$ cat config.mk
export PLATFORM = sky130hd
export DESIGN_NAME = branch_imm24_encoder
export DESIGN_NICKNAME = d
export VERILOG_FILES = /design/src/rtl/branch_imm24_encoder.sv
export SDC_FILE = /design/constraint.sdc
export NUM_CORES = 1
export LEC_CHECK = 0
export CORE_AREA = 10 10 112 114
export CTS_CLUSTER_SIZE = 16
export DETAILED_ROUTE_END_ITERATION = 7
export DIE_AREA = 0 0 122 124
export MAX_ROUTING_LAYER = met4
export PLACE_DENSITY = 0.77
export SLEW_MARGIN = 10
export SYNTH_ARGS = -nofsm -noshare
export SYNTH_HDL_FRONTEND = slang
export SYNTH_SLANG_ARGS = --single-unit
$ cat constraint.sdc
create_clock -name clk -period 2.8 [get_ports clk]
set_input_delay 0.28 -clock clk [delete_from_list [all_inputs] [get_ports clk]]
set_output_delay 0.28 -clock clk [all_outputs]
set_load 0.02 [all_outputs]
$ cat src/rtl/branch_imm24_encoder.sv
`timescale 1ns/1ps
// -----------------------------------------------------------------------------
// branch_imm24_encoder
//
// Packs a branch target into the signed word-offset immediate of a B/BL
// instruction word. This is the inverse of the 24-bit immediate sign
// extender. The instruction builder/loader uses it before it writes
// instruction memory.
//
// Two-stage pipeline with a valid/ready handshake on each side:
//   S1 registers the 33-bit byte difference target - (pc + PC_OFFSET).
//   S2 registers the truncated word offset and the two error flags.
// Results are emitted even when a flag is set. A saturating counter
// records how many emitted results carried a flag.
//
// Parameters
//   IMM_W      width of the encoded signed word offset
//   PC_OFFSET  pipeline read-ahead added to pc before differencing (bytes)
//   CNT_W      width of the saturating error counter
//
// Ports
//   clk           in   1      rising-edge clock
//   reset         in   1      synchronous, active-high reset
//   in_valid      in   1      pc/target pair presented
//   in_ready      out  1      encoder accepts the pair this cycle
//   pc            in   32     byte address of the branch instruction
//   target        in   32     byte address of the branch destination
//   out_valid     out  1      result held on the outputs
//   out_ready     in   1      consumer accepts the result this cycle
//   imm24         out  IMM_W  encoded signed word offset, truncated
//   misaligned    out  1      target - pc is not a multiple of 4
//   out_of_range  out  1      word offset does not fit in signed IMM_W
//   err_count     out  CNT_W  emitted results with a flag set, saturating
// -----------------------------------------------------------------------------
module branch_imm24_encoder #(
  parameter int unsigned IMM_W     = 24,
  parameter int unsigned PC_OFFSET = 8,
  parameter int unsigned CNT_W     = 8
) (
  input  logic             clk,
  input  logic             reset,
  input  logic             in_valid,
  output logic             in_ready,
  input  logic [31:0]      pc,
  input  logic [31:0]      target,
  output logic             out_valid,
  input  logic             out_ready,
  output logic [IMM_W-1:0] imm24,
  output logic             misaligned,
  output logic             out_of_range,
  output logic [CNT_W-1:0] err_count
);

  // The byte difference is kept at 33 bits so that every 32-bit pc/target
  // pair gives an exact signed result. The word offset is that difference
  // shifted right by 2, which leaves 31 significant bits.
  localparam int unsigned DIFF_W = 33;
  localparam int unsigned WORD_W = DIFF_W - 2;

  // ---------------------------------------------------------------------------
  // Pipeline state
  // ---------------------------------------------------------------------------
  logic              s1_valid;
  logic [DIFF_W-1:0] s1_diff;

  logic              s2_valid;
  logic [IMM_W-1:0]  s2_imm;
  logic              s2_misaligned;
  logic              s2_out_of_range;

  logic [CNT_W-1:0]  err_count_q;

  // ---------------------------------------------------------------------------
  // Advance control
  //
  // S2 can take new data when it is empty or when its current result leaves
  // this cycle. S1 can take new data when it is empty or when its content
  // moves into S2. in_ready depends only on stage occupancy and out_ready,
  // never on in_valid. This keeps the upstream handshake free of loops.
  // ---------------------------------------------------------------------------
  logic s2_load;
  logic s1_load;
  logic in_fire;
  logic out_fire;

  assign s2_load  = !s2_valid || out_ready;
  assign s1_load  = !s1_valid || s2_load;
  assign in_ready = s1_load;
  assign in_fire  = in_valid && s1_load;
  assign out_fire = s2_valid && out_ready;

  // ---------------------------------------------------------------------------
  // S1 datapath: signed byte difference
  //
  // Both operands are sign-extended to 33 bits. The read-ahead offset is added
  // to pc in the same width, so a pc near the top of the address space wraps
  // the same way the hardware PC does.
  // ---------------------------------------------------------------------------
  logic [DIFF_W-1:0] pc_ext;
  logic [DIFF_W-1:0] target_ext;
  logic [DIFF_W-1:0] diff_next;

  always_comb begin
    pc_ext     = {pc[31], pc} + DIFF_W'(PC_OFFSET);
    target_ext = {target[31], target};
    diff_next  = target_ext - pc_ext;
  end

  // NOTE: the S1 data register has no reset. It is only observed while
  // s1_valid is set, and s1_valid itself is reset. Leaving the reset off
  // the wide datapath saves a reset mux on every bit and does not change
  // any visible value.
  always_ff @(posedge clk) begin
    if (in_fire) begin
      s1_diff <= diff_next;
    end
  end

  // ---------------------------------------------------------------------------
  // S2 datapath: word offset, truncation and flags
  //
  // The word offset is the arithmetic right shift of the difference by 2. It
  // fits in signed IMM_W only when every bit from the IMM_W-1 sign position
  // up to the top of the word equals that sign bit. Otherwise the truncated
  // immediate would decode to a different target.
  // ---------------------------------------------------------------------------
  logic [WORD_W-1:0]       word;
  logic [WORD_W-IMM_W:0]   word_upper;
  logic [IMM_W-1:0]        imm_next;
  logic                    misaligned_next;
  logic                    out_of_range_next;

  always_comb begin
    word              = s1_diff[DIFF_W-1:2];
    word_upper        = word[WORD_W-1:IMM_W-1];
    imm_next          = word[IMM_W-1:0];
    misaligned_next   = |s1_diff[1:0];
    out_of_range_next = !((&word_upper) || !(|word_upper));
  end

  // ---------------------------------------------------------------------------
  // Sequential control and output registers
  //
  // Reset overrides everything and drops both stages. Any pair in flight is
  // discarded without being emitted. The output registers reset to zero
  // because they are visible on the ports right after reset.
  // ---------------------------------------------------------------------------
  logic flagged;
  logic err_sat;

  assign flagged = s2_misaligned || s2_out_of_range;
  assign err_sat = &err_count_q;

  // NOTE: every register in this block is assigned with <=, so each branch
  // reads the values from the previous clock edge. That holds no matter how
  // the statements below are ordered.
  always_ff @(posedge clk) begin
    if (reset) begin
      s1_valid        <= 1'b0;
      s2_valid        <= 1'b0;
      s2_imm          <= '0;
      s2_misaligned   <= 1'b0;
      s2_out_of_range <= 1'b0;
      err_count_q     <= '0;
    end else begin
      if (s1_load) begin
        s1_valid <= in_valid;
      end

      if (s2_load) begin
        s2_valid <= s1_valid;
        // The output fields only change when a new result moves into S2.
        // When S2 empties, the last result stays on the outputs with
        // out_valid low.
        if (s1_valid) begin
          s2_imm          <= imm_next;
          s2_misaligned   <= misaligned_next;
          s2_out_of_range <= out_of_range_next;
        end
      end

      // Count only results that actually leave the encoder, so a stalled
      // result is counted once. The counter stops at all-ones.
      if (out_fire && flagged && !err_sat) begin
        err_count_q <= err_count_q + CNT_W'(1);
      end
    end
  end

  // ---------------------------------------------------------------------------
  // Outputs
  // ---------------------------------------------------------------------------
  assign out_valid    = s2_valid;
  assign imm24        = s2_imm;
  assign misaligned   = s2_misaligned;
  assign out_of_range = s2_out_of_range;
  assign err_count    = err_count_q;

endmodule

==> flow_metrics.tcl <==
set metrics [dict create \
    die_area_um2 15130 \
    finalHoldViolCount 0 \
    synth_seq_cells 69 \
    ys.flop_type "dfxtp_1" \
    leakage_nw 3.021 \
    fin_nets 863 \
    ant_nets 0 \
    synth_nets 695 \
    setup_viol_count_final 0 \
    ctsRootBufferMaster "clkbuf_8" \
    finalInstanceArea_um2 6919 \
    routed_wirelength_mm 12.53 \
    r2r-start "err_count[0]" \
    synth_area_um2 4792 \
    finalWorstSetupSlack_ns 0.09691 \
    diodes 0 \
    pre_cts_ws_ns -0.5778 \
    async_flop_share 0 \
    min-delay-start "pc[0]" \
    hp-class "primary input to flip-flop" \
    critical_path_required_ns 2.89 \
    firstDrtPassIters 4 \
    yosysSeqAreaShare 0.3572 \
    ctsHtreeMaxLevel 3 \
    tightest_slew_ns 1.007 \
    drive_gt1_frac 0.1864 \
    slew_headroom 0.3256 \
    rsz0062_at_grt "true" \
    area_growth_pct 44.39 \
    r2r_end "err_count[7]" \
    yosysWarnings 0 \
    synth_edf_count 33 \
    cts_buffers 9 \
    crit_fanout 4 \
    grt_max_degree 37 \
    initial_core_util 0.4684 \
    final.period_utilization 0.9654 \
    final_cell_mix "clkdlybuf4s50_1 (96), inv_1 (89), nand2_1 (73)" \
    first_iter_violations 257 \
    max_freq_mhz 369.9 \
    coreArea_um2 10230 \
    grt-ovfl-total 0 \
    syn_area_per_cell_um2 8.527 \
    clk_latency_ns 0.34 \
    vias 4388 \
    grt_pass1_vias 4361 \
    syn_inst 562 \
    grt_pass1_wl_mm 20.25 \
    routabilityCongestion 0.9093 \
    drv_slew 0 \
    synth_cell_type_count 53 \
    dieWidth_um 122 \
    grt.total_usage 0.1663 \
    ir_drop_mv 0.2530 \
    route.detailed.drc 0 \
    post-place-cells 849 \
    crit_path_start_kind "primary input" \
    rrSetupSlack_ns 1.00 \
    power.density_nw_per_um2 500.1 \
    clk_path_buf_depth 2 \
    dpl_cell_area_um2 6421 \
    antenna_found_initial 0 \
    dp_hpwl_mm 9.997 \
    cts_tree "done" \
    layout_min_cycle_time_ns 2.703 \
    rows 37 \
    clkTransAtPathRegs_ns 0.08 \
    maxCapViolations 0 \
    finClkSkew_ns 0.008880 \
    end_kind "flip-flop" \
    status "finished clean" \
    worstRegToRegCells 7 \
    clock_sinks 69 \
    ios 104 \
    fp.dieH_um 124 \
    fillers 822 \
    io_buffers 103 \
    drt-vias-per-instance 5.038 \
    final_common_cell "clkdlybuf4s50_1" \
    finalNonFillerCells 871 \
    wire_per_inst_um 14.38 \
    whs_path_depth 3 \
    worstSetupPathType "primary input to flip-flop" \
    critical_path_arrival_ns 2.79 \
    hold_end "s1_diff[0]" \
]
metal layers:
layer  up-vias  GRT usage  wire length (um)
li1       2257          -                 -
met1      2017     0.1983              5621
met2        98     0.2873              6279
met3        16    0.02081               481
met4         0    0.04993               144
met5         -          -                 0
worst max-delay path, cell delays in order:
cell,delay (ns)
clkdlybuf4s50_1,0.47
inv_1,0.05
ha_1,0.26
inv_1,0.04
ha_1,0.29
and3_1,0.18
a221oi_2,0.06
buf_4,0.15
o31ai_2,0.28
a21boi_2,0.11
buf_4,0.15
nor4_1,0.26
nor2_1,0.08
xnor2_1,0.12
synth_stat cells (4+ instances only):
| library cell | number | area [um2] |
|---|---|---|
| a21o_2 | 5 | 43.79 |
| nand3_1 | 7 | 35.03 |
| nor4_1 | 4 | 25.02 |
| o21bai_1 | 4 | 30.03 |
| a21o_1 | 10 | 75.07 |
| nor2b_1 | 5 | 31.28 |
| nand2_1 | 73 | 274.0 |
| edfxtp_1 | 33 | 991.0 |
| xor2_1 | 13 | 113.9 |
| xnor2_1 | 18 | 157.7 |
| inv_1 | 96 | 360.4 |
| o21a_1 | 4 | 30.03 |
| o21ai_0 | 14 | 70.07 |
| clkbuf_1 | 15 | 56.30 |
| or3_1 | 4 | 25.02 |
| ha_1 | 64 | 800.8 |
| nor3_1 | 8 | 40.04 |
| nor2_1 | 26 | 97.59 |
| o211ai_1 | 7 | 52.55 |
| a21oi_1 | 58 | 290.3 |
| nand4_1 | 10 | 62.56 |
| dfxtp_1 | 36 | 720.7 |
power breakdown:
group,total (mW),internal (mW),leakage (nW),switching [mW]
clock,0.797,0.414,0.0935,0.383
sequential,1.29,1.23,0.616,0.0569
combinational,1.38,0.701,2.31,0.675
total,3.46,2.35,3.02,1.11
worst max path at each step:
stage	startpoint	to	slack, ns	cells after the start
2_1_floorplan	pc[1]	s1_diff[29]	0.003	11
3_3_place_gp	pc[1]	s1_diff[29]	-0.53	13
3_5_place_dp	pc[1]	s1_diff[29]	-0.58	13
4_1_cts	target[11]	s1_diff[32]	0.004	12
5_1_grt	target[6]	s1_diff[30]	-0.06	13
6_report	target[6]	s1_diff[25]	0.1	14
what timing repair did:
item	4_1_cts	5_1_grt
gates resized for setup	23	28
endpoints found under the setup margin	13	11
pin swaps	17	15
setup buffers	3	3
cloned	0	0
hold buffers	0	0
metrics by stage:
step,TNS [ns],hold slack (ns),power [mW],util
detailed placement,-8.376,0.4463,2.561,0.6276
global placement,-6.904,0.4432,2.524,0.6276
finish,0,0.3622,3.460,0.6763
CTS,0,0.4574,3.396,0.6593
floorplan,0,0.3974,2.015,-
global route,-0.1114,0.3704,3.675,0.6763
cell type report:
cell class	instances	area [um2]	area share
Sequential cell	69	1712	0.2474
Clock buffer	9	123.9	0.01790
Inverter	96	360.3	0.05208
Timing Repair Buffer	175	1574	0.2275
Tap cell	136	170.2	0.02459
Clock inverter	7	75.07	0.01085
Multi-Input combinational cell	379	2904	0.4197
flip-flops by register name, indices dropped and copies added, names as in the netlist:
signal	cells
out_of_range	1
out_valid	1
s1_diff	33
imm24	24
s1_valid	1
err_count	8
misaligned	1
logic make-up (layout without fill, tap and decap cells):
family,count (synthesis),after routing,share of synthesized area
AO/OA/AOI/OAI,134,134,0.1825
XOR/XNOR,31,31,0.05666
adder cells (fa/ha/maj),65,65,0.1713
buffers and inverters,114,287,0.08982
flip-flops,69,69,0.3572
multiplexers,2,2,0.004178
AND/OR/NAND/NOR,147,147,0.1384
(Power assumes the default switching activity.)
